$ cat src/rtl/vga_timing_if.sv
// Signal bundle between the VGA raster timing generator and its display-path consumers.
// The generator takes the master modport; pixel logic or a driver takes the slave modport.
interface vga_timing_if #(
    parameter int XW  = 10,
    parameter int YW  = 10,
    parameter int FCW = 8
);
    logic           en;
    logic           resync;
    logic           hsync;
    logic           vsync;
    logic [XW-1:0]  x;
    logic [YW-1:0]  y;
    logic           active;
    logic           line_start;
    logic           frame_start;
    logic [FCW-1:0] frame_count;

    modport master (
        input  en, resync,
        output hsync, vsync, x, y, active, line_start, frame_start, frame_count
    );

    modport slave (
        output en, resync,
        input  hsync, vsync, x, y, active, line_start, frame_start, frame_count
    );
endinterface

$ cat src/rtl/vga_timing_gen.sv
// Parametrised VGA raster timing generator: x/y counters, syncs, data enable and strobes,
// all registered and derived from the next counter values so they line up with x/y.
module vga_timing_gen #(
    parameter int H_ACTIVE  = 640,
    parameter int H_FP      = 16,
    parameter int H_SYNC    = 96,
    parameter int H_BP      = 48,
    parameter int V_ACTIVE  = 480,
    parameter int V_FP      = 10,
    parameter int V_SYNC    = 2,
    parameter int V_BP      = 33,
    parameter bit HSYNC_POL = 1'b0,
    parameter bit VSYNC_POL = 1'b0,
    parameter int XW        = 10,
    parameter int YW        = 10,
    parameter int FCW       = 8
) (
    input  logic         vgaclk,
    input  logic         reset,
    vga_timing_if.master bus
);
    localparam int H_TOTAL = H_ACTIVE + H_FP + H_SYNC + H_BP;
    localparam int V_TOTAL = V_ACTIVE + V_FP + V_SYNC + V_BP;

    localparam logic [XW-1:0] X_LAST     = XW'(H_TOTAL - 1);
    localparam logic [YW-1:0] Y_LAST     = YW'(V_TOTAL - 1);
    localparam logic [XW-1:0] X_ACT_END  = XW'(H_ACTIVE);
    localparam logic [YW-1:0] Y_ACT_END  = YW'(V_ACTIVE);
    localparam logic [XW-1:0] HS_FIRST   = XW'(H_ACTIVE + H_FP);
    localparam logic [XW-1:0] HS_LAST    = XW'(H_ACTIVE + H_FP + H_SYNC - 1);
    localparam logic [YW-1:0] VS_FIRST   = YW'(V_ACTIVE + V_FP);
    localparam logic [YW-1:0] VS_LAST    = YW'(V_ACTIVE + V_FP + V_SYNC - 1);

    if (H_TOTAL > (1 << XW)) begin : g_bad_xw
        $error("vga_timing_gen: H_TOTAL does not fit in XW bits");
    end
    if (V_TOTAL > (1 << YW)) begin : g_bad_yw
        $error("vga_timing_gen: V_TOTAL does not fit in YW bits");
    end

    logic [XW-1:0]  r_x, w_x_next;
    logic [YW-1:0]  r_y, w_y_next;
    logic [FCW-1:0] r_fc, w_fc_next;
    logic           r_hsync, r_vsync, r_active, r_line_start, r_frame_start;
    logic           w_line_start_next, w_frame_start_next;
    logic           w_in_hsync, w_in_vsync, w_active_next;

    // resync wins over en and over a coincident frame wrap, so frame_count is left alone
    always_comb begin
        w_x_next           = r_x;
        w_y_next           = r_y;
        w_fc_next          = r_fc;
        w_line_start_next  = 1'b0;
        w_frame_start_next = 1'b0;
        if (bus.resync) begin
            w_x_next           = '0;
            w_y_next           = '0;
            w_line_start_next  = 1'b1;
            w_frame_start_next = 1'b1;
        end else if (bus.en) begin
            if (r_x == X_LAST) begin
                w_x_next          = '0;
                w_line_start_next = 1'b1;
                if (r_y == Y_LAST) begin
                    w_y_next           = '0;
                    w_frame_start_next = 1'b1;
                    w_fc_next          = r_fc + FCW'(1);
                end else begin
                    w_y_next = r_y + YW'(1);
                end
            end else begin
                w_x_next = r_x + XW'(1);
            end
        end
    end

    // Decoding the next position keeps syncs cycle-aligned with the registered x/y
    always_comb begin
        w_in_hsync    = (w_x_next >= HS_FIRST) && (w_x_next <= HS_LAST);
        w_in_vsync    = (w_y_next >= VS_FIRST) && (w_y_next <= VS_LAST);
        w_active_next = (w_x_next < X_ACT_END) && (w_y_next < Y_ACT_END);
    end

    always_ff @(posedge vgaclk or negedge reset) begin
        if (!reset) begin
            r_x           <= '0;
            r_y           <= '0;
            r_fc          <= '0;
            r_hsync       <= ~HSYNC_POL;
            r_vsync       <= ~VSYNC_POL;
            r_active      <= 1'b1;
            r_line_start  <= 1'b0;
            r_frame_start <= 1'b0;
        end else begin
            r_x           <= w_x_next;
            r_y           <= w_y_next;
            r_fc          <= w_fc_next;
            r_hsync       <= w_in_hsync ? HSYNC_POL : ~HSYNC_POL;
            r_vsync       <= w_in_vsync ? VSYNC_POL : ~VSYNC_POL;
            r_active      <= w_active_next;
            r_line_start  <= w_line_start_next;
            r_frame_start <= w_frame_start_next;
        end
    end

    assign bus.x           = r_x;
    assign bus.y           = r_y;
    assign bus.frame_count = r_fc;
    assign bus.hsync       = r_hsync;
    assign bus.vsync       = r_vsync;
    assign bus.active      = r_active;
    assign bus.line_start  = r_line_start;
    assign bus.frame_start = r_frame_start;
endmodule

$ cat src/flat_wrapper.sv
// flat-port wrapper written by rule: the top's interface ports become plain ports
module vga_timing_gen_flat 
#(
    parameter int H_ACTIVE  = 640,
    parameter int H_FP      = 16,
    parameter int H_SYNC    = 96,
    parameter int H_BP      = 48,
    parameter int V_ACTIVE  = 480,
    parameter int V_FP      = 10,
    parameter int V_SYNC    = 2,
    parameter int V_BP      = 33,
    parameter bit HSYNC_POL = 1'b0,
    parameter bit VSYNC_POL = 1'b0,
    parameter int XW        = 10,
    parameter int YW        = 10,
    parameter int FCW       = 8
)
  (vgaclk, reset, bus_en, bus_resync, bus_hsync, bus_vsync, bus_x, bus_y, bus_active, bus_line_start, bus_frame_start, bus_frame_count);
  vga_timing_if #(.XW(XW), .YW(YW), .FCW(FCW)) bus_i ();
  input  logic vgaclk;
  input  logic reset;
  input wire logic [$bits(bus_i.en)-1:0] bus_en;
  input wire logic [$bits(bus_i.resync)-1:0] bus_resync;
  output wire logic [$bits(bus_i.hsync)-1:0] bus_hsync;
  output wire logic [$bits(bus_i.vsync)-1:0] bus_vsync;
  output wire logic [$bits(bus_i.x)-1:0] bus_x;
  output wire logic [$bits(bus_i.y)-1:0] bus_y;
  output wire logic [$bits(bus_i.active)-1:0] bus_active;
  output wire logic [$bits(bus_i.line_start)-1:0] bus_line_start;
  output wire logic [$bits(bus_i.frame_start)-1:0] bus_frame_start;
  output wire logic [$bits(bus_i.frame_count)-1:0] bus_frame_count;
  assign bus_i.en = bus_en;
  assign bus_i.resync = bus_resync;
  assign bus_hsync = bus_i.hsync;
  assign bus_vsync = bus_i.vsync;
  assign bus_x = bus_i.x;
  assign bus_y = bus_i.y;
  assign bus_active = bus_i.active;
  assign bus_line_start = bus_i.line_start;
  assign bus_frame_start = bus_i.frame_start;
  assign bus_frame_count = bus_i.frame_count;
  vga_timing_gen #(.H_ACTIVE(H_ACTIVE), .H_FP(H_FP), .H_SYNC(H_SYNC), .H_BP(H_BP), .V_ACTIVE(V_ACTIVE), .V_FP(V_FP), .V_SYNC(V_SYNC), .V_BP(V_BP), .HSYNC_POL(HSYNC_POL), .VSYNC_POL(VSYNC_POL), .XW(XW), .YW(YW), .FCW(FCW)) u_core (.vgaclk(vgaclk), .reset(reset), .bus(bus_i));
endmodule
$ cat config.mk
export PLATFORM = sky130hd
export DESIGN_NAME = vga_timing_gen_flat
export DESIGN_NICKNAME = d
export VERILOG_FILES = /design/src/rtl/vga_timing_if.sv /design/src/rtl/vga_timing_gen.sv /design/src/flat_wrapper.sv
export SDC_FILE = /design/constraint.sdc
export NUM_CORES = 1
export LEC_CHECK = 0
export BUFFER_PORTS_ARGS = -buffer_cell sky130_fd_sc_hd__buf_2
export CORE_MARGIN = 2
export CORE_UTILIZATION = 55
export DETAILED_ROUTE_END_ITERATION = 10
export PLACE_DENSITY = 0.92
export SYNTH_ARGS = -nofsm -noshare
export SYNTH_HDL_FRONTEND = slang
export SYNTH_SLANG_ARGS = --single-unit
$ cat constraint.sdc
create_clock -name vgaclk -period 2.4 [get_ports vgaclk]
set_input_delay 0.24 -clock vgaclk [delete_from_list [all_inputs] [get_ports vgaclk]]
set_output_delay 0.24 -clock vgaclk [all_outputs]
set_load 0.02 [all_outputs]
# ---- Word level (Yosys, flattened, before mapping)
# Cells that the tools add are included.
dict set report op_classes {
  add_sub_neg 3
  bitwise 1
  order_cmp 6
  eq_ne 2
  reduce_logical 4
  n_mux 16
}
# cell n
set op_table {}
lappend op_table {{$mux 10} 7}
lappend op_table {{$add 10x1->10 const B} 2}
lappend op_table {{$eq 10x10->1 const B} 2}
lappend op_table {{$ge 10x10->1 const B} 1}
lappend op_table {{$ge 10x9->1 const B} 1}
lappend op_table {{$le 10x10->1 const B} 1}
lappend op_table {{$le 10x9->1 const B} 1}
lappend op_table {{$lt 10x10->1 const B} 1}
lappend op_table {{$lt 10x9->1 const B} 1}
lappend op_table {{$mux 1} 9}
lappend op_table {{$add 8x1->8 const B} 1}
lappend op_table {{$reduce_and 4->1} 1}
lappend op_table {{$logic_and 1x1->1} 3}
lappend op_table {{$not 1->1} 1}
dict set report word_totals {
  out_inout_bits 33
  input_bits 4
  register_bits 33
}

# ---- Depth between registers and ports, before layout
# Gate-level depths: netlist of run 1.
dict set report depth {
  ltp_word 8
  ltp_mapped 9
  depth_no_buf 7
}

# ---- Least setup slack after synthesis of run 1
# Ideal clock, no wire load.
dict set report synth_path {
  path_type {register to register}
  start {reg u_core.r_x[0] (netlist: u_core.bus.x[0])}
  end {reg u_core.r_vsync (netlist: u_core.bus.vsync)}
  t_required_ns 2.304
  synth_period_minus_slack_ns 2.299
  path_stages_with_launch 8
  setup_ns 0.096
  t_arrival_ns 2.204
  slack_ns 0.101
  cell_sequence {dfrtp_1 ha_1 nand2_1 or3_1 buf_2 or3_4 a221oi_2 nand4_1}
}
dict set report synth_between {
  elab_chain_cells 7
  word_cells_on_any_way 8
  cone_classes {order compare (2); eq/ne (1); mux (4); reduce/logical (1)}
}
# element line_no
set synth_rtl {}
lappend synth_rtl {{start: declaration} vga_timing_gen.sv:41} ;# logic [XW-1:0] r_x, w_x_next;
lappend synth_rtl {{start signal: assignment} vga_timing_gen.sv:95} ;# r_x <= w_x_next;
lappend synth_rtl {{$eq 10x10->1 *} vga_timing_gen.sv:61} ;# if (r_x == X_LAST) begin
lappend synth_rtl {{$mux 10 *} vga_timing_gen.sv:61}
lappend synth_rtl {{$mux 10 *} vga_timing_gen.sv:60} ;# end else if (bus.en) begin
lappend synth_rtl {{$mux 10 *} vga_timing_gen.sv:55} ;# if (bus.resync) begin
lappend synth_rtl {{$ge 10x9->1 / $le 10x9->1 (equally long branches)} vga_timing_gen.sv:80} ;# w_in_vsync = (w_y_next >= VS_FIRST) && (w_y_next <= VS_LAST);
lappend synth_rtl {{$logic_and 1x1->1 *} vga_timing_gen.sv:80}
lappend synth_rtl {{$mux 1 *} vga_timing_gen.sv:99} ;# r_vsync <= w_in_vsync ? VSYNC_POL : ~VSYNC_POL;
lappend synth_rtl {{end signal: assignment} vga_timing_gen.sv:90} ;# r_vsync <= ~VSYNC_POL;
lappend synth_rtl {{end signal: assignment} vga_timing_gen.sv:99}
lappend synth_rtl {{end: declaration} vga_timing_gen.sv:44} ;# logic r_hsync, r_vsync, r_active, r_line_start, r_frame_start;
# Mark *: on every way between the ends. The rest lies on a longest branch, timed or not.
# A chain may end at the register's enable or synchronous reset.

# ---- Worst setup path after layout of run 1
dict set report layout_path {
  start {reg u_core.r_y[1] (netlist: u_core.bus.y[1])}
  end {reg u_core.r_fc[1] (netlist: u_core.bus.frame_count[1])}
}
dict set report layout_between {
  elab_chain_cells 2
}
# element line_no
set layout_rtl {}
lappend layout_rtl {{start: declaration} vga_timing_gen.sv:42} ;# logic [YW-1:0] r_y, w_y_next;
lappend layout_rtl {{start signal: assignment} vga_timing_gen.sv:96} ;# r_y <= w_y_next;
lappend layout_rtl {{$eq 10x10->1} vga_timing_gen.sv:64} ;# if (r_y == Y_LAST) begin
lappend layout_rtl {{$reduce_and 4->1 (no line)} --}
lappend layout_rtl {{end signal: assignment} vga_timing_gen.sv:97} ;# r_fc <= w_fc_next;
lappend layout_rtl {{end: declaration} vga_timing_gen.sv:43} ;# logic [FCW-1:0] r_fc, w_fc_next;
# No other way between the ends.

==> results of run 1 <==
kinds of logic after synthesis:
| family | share of synthesized area |
|---|---|
| adders and majority gates | 0.0264 |
| buffers and inverters | 0.0449 |
| xor gates and xnor gates | 0.0832 |
| AOI/OAI and AO/OA | 0.133 |
| DFF | 0.438 |
| and+or+nand+nor | 0.263 |
| muxes | 0.0112 |
cells in the final DEF, fill, tap and decap left out, types with 2 or more instances in the layout:
cell	instances
nor3_2	2
nand4b_1	5
a211oi_1	2
and3_1	6
dfstp_2	3
nand4_1	8
and4_1	3
a31oi_1	3
or4_1	3
nand3_1	13
buf_2	36
nor2b_1	2
o211ai_1	3
dfrtp_1	30
xor2_1	10
xnor2_1	8
a21o_1	2
nor4_1	3
inv_1	5
ha_1	4
a21oi_1	9
nand2b_1	3
a311o_1	2
nor2_1	15
nand2_1	14
o21ai_0	4
or3_1	3
clkbuf_4	5
buf_4	16
final cells by class:
cell class	count	area share
repair buffers	53	0.135
well taps	46	0.0251
inverters	6	0.00981
clock buffers	7	0.0240
flip-flops and latches	33	0.361
multi-input cells	145	0.432
clock inverters	1	0.0131
power breakdown:
group | switching (mW) | total (mW) | internal (mW) | leakage, nW
Combinational | 0.0376 | 0.0530 | 0.0154 | 0.586
Clock | 0.184 | 0.433 | 0.249 | 0.0455
Sequential | 0.00574 | 0.567 | 0.561 | 0.445
Total | 0.228 | 1.05 | 0.825 | 1.08
worst register-to-register path, cell delays in order (launching register included):
cell,delay (ps)
dfrtp_1,400
inv_1,70
ha_1,150
nand4_1,150
or4_1,670
nor3_2,380
mux2_2,380
Yosys cell counts, types with 2 or more instances:
master / n / area, µm²
a31oi_1: 3 / 18.8
nand2b_1: 3 / 18.8
dfrtp_1: 30 / 751
nor2_1: 15 / 56.3
o21ai_0: 5 / 25.0
xnor2_1: 8 / 70.1
nand2_1: 14 / 52.6
nor2b_1: 2 / 12.5
nand4b_1: 5 / 43.8
nand3_1: 13 / 65.1
a311o_1: 2 / 20.0
buf_2: 5 / 25.0
dfstp_2: 3 / 78.8
and4_1: 3 / 26.3
ha_1: 4 / 50.1
or4_1: 3 / 22.5
a21oi_1: 9 / 45.0
inv_1: 5 / 18.8
o211ai_1: 3 / 22.5
a211oi_1: 2 / 15.0
xor2_1: 10 / 87.6
and3_1: 6 / 37.5
clkbuf_1: 5 / 18.8
nor3_2: 2 / 20.0
nand4_1: 8 / 50.1
or3_1: 3 / 18.8
nor4_1: 3 / 18.8
a21o_1: 2 / 15.0
what timing repair did:
item                                    in CTS  in global routing
endpoints found under the hold margin       30                  0
setup buffers                                0                  0
hold buffers                                 1                  0
endpoints found under the setup margin       0                  2
resized for setup                            0                  2
flip-flops by register name (all words and copies together), names as in the netlist:
name	flops
u_core.bus.frame_start	1
u_core.bus.frame_count	8
u_core.bus.vsync	1
u_core.bus.hsync	1
u_core.bus.x	10
u_core.bus.y	10
u_core.bus.active	1
u_core.bus.line_start	1
metal layers:
| layer | GRT usage | vias to the layer above |
|---|---|---|
| li1 | - | 819 |
| met1 | 0.359 | 843 |
| met2 | 0.403 | 87 |
| met3 | 0.0541 | 14 |
| met4 | 0.117 | 0 |
| met5 | 0 | - |
worst max-delay path by stage:
stage                                           end  slack, ps
after floorplan                    u_core.bus.vsync        100
after global placement    u_core.bus.frame_count[1]        190
after detailed placement  u_core.bus.frame_count[1]        160
after CTS                 u_core.bus.frame_count[1]        110
after global routing               u_core.bus.vsync         30
final                     u_core.bus.frame_count[1]        100
==> flow_metrics.tcl, run 1 <==
set metrics [dict create \
    setup.worst_path.class "register to register" \
    tritoncts_buffers 5 \
    slowest_stage_cell_crit_path "or4_1" \
    area_growth_pct 21.2 \
    timing.critical_path.buf_inv 1 \
    worst_hold_path.num_cells 3 \
    syn_inst 196 \
    r2r-start "u_core.bus.y[1]" \
    ctsHtreeMaxLevel 2 \
    placedCellCount 282 \
    power_per_cell_area_mw_per_mm2 459 \
    rr_endpoint "u_core.bus.frame_count[1]" \
    setup_total_negative_slack_ps 0 \
    rsz_0062_raised_after_global_routing "false" \
    endpoint_kind "register" \
    leakagePower_nw 1.08 \
    run_status "finished clean" \
    minimum_clock_period_after_layout_ps 2300 \
    worst_ep_required_time_ps 2630 \
    crit_family "simple AND/OR/NAND/NOR gates" \
    crit_path_cell_trace "inv_1, ha_1, nand4_1, or4_1, nor3_2, mux2_2" \
    finalNetCount 252 \
    cts_root_buffer "clkbuf_4" \
    netlist_area_mm2 0.00189 \
    worst_hold_path.endpoint "u_core.bus.x[0]" \
    clock_sinks 33 \
    report.power.total_mw 1.05 \
    grt_first_pass_wirelength_um 8080 \
    final_layout_size_suffix_gt1_frac 0.282 \
    m1WireLength_um 2000 \
    final_hold_viols 0 \
    yosys.cell_types.count 48 \
    vdd_drop_max_v 0.000243 \
    initial_antenna_violation_count 0 \
    cp_max_fo 7 \
    layoutNonFillerInstCount 291 \
    floorplan.initialDensity 0.572 \
    synth_flop_cell "dfrtp_1" \
    vias_per_cell 6.06 \
    hold_path.class "input pin to register" \
    postRouteAntennaNets 0 \
    top_level_ports 37 \
    drt_pre_antenna_iters 4 \
    finalSetupViolCount 0 \
    period_share 0.958 \
    max-cap-violations 0 \
    multi_input_comb_area_um2 991 \
    fin_worst_hold_slack_ps 255 \
    register_area_um2 830 \
    clkTransAtPathRegs_ps 100 \
    achievable-frequency_mhz 435 \
    drt-total-wl_um 4730 \
    synth_async_sr_flop_share 1.00 \
    global_route.overflow_total 0 \
    post-route-drc-count 0 \
    timing_max_transition_violations_final 0 \
    synth_enable_flop_cells 0 \
    pin_count_of_the_biggest_net_entering_global_routing 34 \
    r2r_cells 6 \
    critPathMaxStageDelay_ps 670 \
    core.rowCount 21 \
    core_region_area_mm2 0.00331 \
    die-width_um 62.7 \
    synthesis.nets 204 \
    floorplan.die_area_mm2 0.00393 \
    finalWeightedCongestion 0.920 \
    die-height_um 62.7 \
    final_core_util 0.694 \
    antenna_cells 0 \
    post_synth.cell_area_avg_um2 9.66 \
    ff2ff_setup_slack_ps 100 \
    fill_cell_total_of_the_finished_layout 279 \
    critPathLaunch "u_core.bus.y[1]" \
    synth_seq_area_share 0.438 \
    worstSkewPairLatency_ps 340 \
    routed-wl-met3_um 300 \
    worstHoldStart "bus_en" \
    hpwl_um 3370 \
    grt.total_usage 0.262 \
    synth.ff_latch_count 33 \
    finClkSkew_ps 9.08 \
    layout_setup_ws_ps 101 \
    postPlaceCellArea_mm2 0.00219 \
    clock_tree.buffer_depth 2 \
    dp_worst_setup_slack_ps 158 \
    cp-start-kind "register" \
    detailedRoute.firstIterationViolations 142 \
    first_global_vias 1637 \
    cp_data_arrival_time_ps 2530 \
    yosysWarnings 0 \
    tritoncts "done" \
    layout.cell_area.non_filler_mm2 0.00230 \
    worst-slew-pin-transition_ps 719 \
    worstSetupPathDepth 6 \
    port_buffers 36 \
    max_slew_margin 0.521 \
    routed-via-count 1763 \
    detail_route.wl_per_cell_um 16.2 \
    met2_wirelength_um 2290 \
    highest_layer "met4" \
]
Note: power is estimated with default switching activity, not from simulation.
==> run 2, diff against run 1 <==
Settings changed: CORE_ASPECT_RATIO from default to 0.8, SKIP_CTS_REPAIR_TIMING from default to 1.
==> run 2 against run 1 <==
Cell count down 2.4%. Maximum frequency increased by 4.5%. Sequential power about the same. Via count is 4.1% lower. Cell area shrank 0.44%. Clock-buffer cell count did not move. Combinational power is 3% lower. Core utilization shrank 1.2 points. Hold slack got worse by 250 ps. Critical path type unchanged. Critical endpoint unchanged.
==> flow_metrics.tcl, run 2 (same netlist as run 1, synthesis figures left out) <==
set metrics [dict create \
    mostFrequentLayoutCell "buf_2" \
    dp_worst_setup_slack_ps 225 \
    switching_share 0.202 \
    power.sequential.fraction 0.495 \
    tritoncts "done" \
    timing.critical_path.buf_inv 0 \
    finalNetCount 249 \
    timing_max_transition_violations_final 0 \
    die-height_um 56.5 \
    crit_path_cell_trace "ha_1, nand2_1, or4_1, nor3_2, mux2_2" \
    grt.total_usage 0.229 \
    layout_setup_ws_ps 199 \
    antenna_cells 0 \
    final_layout_size_suffix_gt1_frac 0.277 \
    rr_endpoint "u_core.bus.frame_count[1]" \
    detailedRoute.firstIterationViolations 100 \
    clock_tree.buffer_depth 2 \
    setup_total_negative_slack_ps 0 \
    finalWeightedCongestion 0.958 \
    grt_first_pass_wirelength_um 7090 \
    power_share_of_the_combinational_group 0.045 \
    worstSkewPairLatency_ps 280 \
    leakagePower_nw 1.04 \
    period_share 0.917 \
    cp_max_fo 5 \
    vdd_drop_max_v 0.000304 \
    internal_power_mw 0.914 \
    setup.worst_path.class "register to register" \
    clkPwrFrac 0.461 \
    crit_family "simple AND/OR/NAND/NOR gates" \
    vias_per_cell 5.95 \
    postRouteAntennaNets 0 \
    core_region_area_mm2 0.00335 \
    power.net_switching_mw 0.231 \
    max_slew_margin 0.522 \
    core.rowCount 19 \
    critPathMaxStageDelay_ps 600 \
    final_hold_viols 0 \
    drt_pre_antenna_iters 4 \
    cts_root_buffer "clkbuf_8" \
    minimum_clock_period_after_layout_ps 2200 \
    die-width_um 69.6 \
    post-route-drc-count 0 \
    initial_antenna_violation_count 0 \
    detail_route.wl_per_cell_um 15.0 \
    tritoncts_buffers 5 \
    endpoint_kind "register" \
    hold_path.class "input pin to async pin" \
    global_route.overflow_total 0 \
    power_per_cell_area_mw_per_mm2 501 \
    rsz_0062_raised_after_global_routing "false" \
    clock_sinks 33 \
    finClkSkew_ps 8.46 \
    cp-start-kind "register" \
    port_buffers 36 \
    placedCellCount 276 \
    finalSetupViolCount 0 \
    hpwl_um 3140 \
    first_global_vias 1523 \
    cp_data_arrival_time_ps 2370 \
    achievable-frequency_mhz 454 \
    worst_ep_required_time_ps 2570 \
    r2r-start "u_core.bus.x[0]" \
    final_cell_mix "buf_2, dfrtp_1, nor2_1" \
    top_level_ports 37 \
    clkTransAtPathRegs_ps 70 \
    ff2ff_setup_slack_ps 200 \
    max-cap-violations 0 \
    pin_count_of_the_biggest_net_entering_global_routing 34 \
    floorplan.die_area_mm2 0.00393 \
    run_status "finished clean" \
    layoutNonFillerInstCount 284 \
    slowest_stage_cell_crit_path "or4_1" \
    area_growth_pct 20.7 \
    worst-slew-pin-transition_ps 717 \
    ctsHtreeMaxLevel 2 \
    routed-via-count 1691 \
    drt-total-wl_um 4270 \
    floorplan.initialDensity 0.565 \
    r2r_cells 5 \
]
==> run 2: layer usage <==
| layer | track usage | share of wire | vias up |
|---|---|---|---|
| met4 | 0.0797 | 0.014 | 0 |
| met2 | 0.339 | 0.43 | 81 |
| met5 | 0 | 0 | - |
| met3 | 0.0557 | 0.085 | 6 |
| met1 | 0.332 | 0.47 | 796 |
| li1 | - | - | 808 |
==> run 2: power by group through the flow <==
stage / Sequential [mW] / Combinational (mW) / Clock, mW
finish: 0.567 / 0.0513 / 0.528
global route: 0.567 / 0.0588 / 0.559
CTS: 0.566 / 0.0518 / 0.538
detailed placement: 0.577 / 0.0518 / 0
global placement: 0.576 / 0.0514 / 0
floorplan: 0.583 / 0.0220 / 0
==> run 2: final cells by class <==
cell class,count,area (µm²)
fill,258,1070
multi-input combinational,145,980
sequential,33,830
timing repair buffer,50,285
clock buffer,7,86.3
tap,42,52.6
clock inverter,1,30.0
inverter,6,22.5
==> run 2: worst reg2reg max path, cell delays in order (launching register included) <==
cell and delay, ps:
dfrtp_1 410, ha_1 280, nand2_1 110, or4_1 600, nor3_2 310, mux2_2 380
==> run 2: worst max-delay path by stage <==
stage | end | slack [ps] | cells after the start | from
finish | u_core.bus.frame_count[1] | 200 | 5 | u_core.bus.x[0]
global route | u_core.bus.frame_count[4] | 90 | 5 | u_core.bus.y[7]
CTS | u_core.bus.frame_count[1] | 220 | 5 | u_core.bus.x[0]
detailed placement | u_core.bus.frame_count[1] | 230 | 4 | u_core.bus.y[7]
global placement | u_core.bus.frame_count[1] | 260 | 5 | u_core.bus.x[0]
floorplan | u_core.bus.vsync | 100 | 7 | u_core.bus.x[0]
==> run 2: through the flow <==
stage	hold WS (ps)	util	instance area [µm²]	total power, mW
after floorplan	-55.6	-	1890	0.605
after global placement	336	0.647	2170	0.628
after detailed placement	334	0.647	2170	0.628
after CTS	28.1	0.682	2290	1.16
after global routing	65.3	0.682	2290	1.18
final	9.32	0.682	2290	1.15
==> run 3, diff against run 2 <==
Settings changed: CORE_MARGIN 2 to 5.
==> run 3 against run 2 <==
First-iteration DRC count increased by 22%. Core utilization shrank 0.63 points. Hold slack lost 8.3 ps. Largest power group unchanged. Non-clock buffer count increased by 3. Cell count increased by 1.1%. Critical path type unchanged. Largest cell class unchanged. Clock skew shrank 2.7 ps. Power shrank 11%. Critical path depth grew 2. Flip-flop and latch count unchanged. Global-route usage fell by 1.7 points. Sequential share of layout area grew 0.080 points. Die area grew 20%.
==> flow_metrics.tcl, run 3 (same netlist as run 1, synthesis figures left out) <==
set metrics [dict create \
    run_status "finished clean" \
    globalRouteMet3Util 0.0691 \
    global_route.overflow_total 0 \
    finClkSkew_ps 5.75 \
    met2_usage 0.297 \
    fill_cell_total_of_the_finished_layout 266 \
    mostFrequentLayoutCell "buf_2" \
    setup_total_negative_slack_ps 0 \
    crit_path_cell_trace "ha_1, nand2_1, or3_1, buf_4, o21ai_0, a221oi_2, a211oi_1" \
    worstSkewPairLatency_ps 290 \
    final_layout_size_suffix_gt1_frac 0.286 \
    timing.critical_path.buf_inv 1 \
    cp_data_arrival_time_ps 2450 \
    clkTransAtPathRegs_ps 70 \
    core.rowCount 19 \
    area_growth_pct 20.4 \
    finalWeightedCongestion 0.913 \
    layout_setup_ws_ps 132 \
    top_level_ports 37 \
    grt_first_pass_wirelength_um 7820 \
    slowest_stage_cell_crit_path "or3_1" \
    initial_antenna_violation_count 0 \
    dp_worst_setup_slack_ps 201 \
    final_core_util 0.676 \
    crit_family "compound AO/OA/AOI/OAI gates" \
    global_route.usage.met1 0.310 \
    cp_max_fo 7 \
    top_usage_layer_grt "met1" \
    leakagePower_nw 1.06 \
    final_hold_viols 0 \
    report.power.total_mw 1.02 \
    power_per_cell_area_mw_per_mm2 447 \
    final_cell_mix "buf_2, dfrtp_1, buf_4" \
    clock_sinks 33 \
    finalNetCount 252 \
    timing_max_transition_violations_final 0 \
    port_buffers 36 \
    post-route-drc-count 0 \
    period_share 0.945 \
    drt_pre_antenna_iters 6 \
    register_area_um2 830 \
    max-cap-violations 0 \
    antenna_cells 0 \
    vdd_drop_max_v 0.000245 \
    worst-slew-pin-transition_ps 712 \
    endpoint_kind "register" \
    minimum_clock_period_after_layout_ps 2270 \
    cts_root_buffer "clkbuf_8" \
    floorplan.die_area_mm2 0.00473 \
    hpwl_um 3390 \
    setup.worst_path.class "register to register" \
    tritoncts_buffers 5 \
    rsz_0062_raised_after_global_routing "false" \
    drt-total-wl_um 4730 \
    pin_count_of_the_biggest_net_entering_global_routing 34 \
    core_region_area_mm2 0.00338 \
    hold_path.class "input pin to async pin" \
    die-width_um 75.6 \
    postRouteAntennaNets 0 \
    routed-via-count 1798 \
    first_global_vias 1629 \
    multi_input_comb_area_um2 986 \
    ctsHtreeMaxLevel 2 \
    floorplan.initialDensity 0.561 \
    critPathMaxStageDelay_ps 430 \
    max_slew_margin 0.525 \
    worst_ep_required_time_ps 2580 \
    clock_tree.buffer_depth 2 \
    tritoncts "done" \
    vias_per_cell 6.26 \
    grt.total_usage 0.212 \
    detailedRoute.firstIterationViolations 122 \
    fin_worst_hold_slack_ps 1.06 \
    die-height_um 62.5 \
    cp-start-kind "register" \
    achievable-frequency_mhz 441 \
    finalSetupViolCount 0 \
    detail_route.wl_per_cell_um 16.5 \
]
run 3: through the flow:
step	instance area, µm²	cells
detailed placement	2190	279
global route	2280	287
floorplan	1890	196
CTS	2270	287
finish	2280	287
global placement	2190	279
run 3: cell type report:
type,count,share of cell area
clock buffer,6,0.0318
timing repair buffer,53,0.135
tap,42,0.0230
clock inverter,2,0.00439
multi-input combinational,145,0.432
sequential,33,0.364
inverter,6,0.00987
run 3: final timing paths:
check | startpoint | endpoint | slack, ps | cells after the start
min reg2reg | u_core.bus.frame_count[7] | u_core.bus.frame_count[7] | 460 | 1
max reg2reg | u_core.bus.x[0] | u_core.bus.active | 130 | 7
max | u_core.bus.x[0] | u_core.bus.active | 130 | 7
min | reset | u_core.bus.y[4] | 1 | 1
min in group vgaclk | bus_en | u_core.bus.x[0] | 300 | 3
max in group asynchronous | reset | u_core.bus.y[0] | 1940 | 1
run 3: power breakdown:
group / switching [mW] / leakage (nW) / internal (mW) / total [mW]
Clock: 0.201 / 0.0450 / 0.201 / 0.402
Sequential: 0.00490 / 0.445 / 0.562 / 0.566
Combinational: 0.0372 / 0.570 / 0.0147 / 0.0520
run 3: routing by layer:
metal  vias up  wire (µm)
met1       849       2100
met5         -          0
met4         0         97
met2       111       2010
li1        825          -
met3        13        527
run 3: worst register-to-register path, cell delays in order, from the launching register on:
cell	delay [ps]
dfrtp_1	420
ha_1	260
nand2_1	140
or3_1	430
buf_4	190
o21ai_0	280
a221oi_2	140
a211oi_1	320
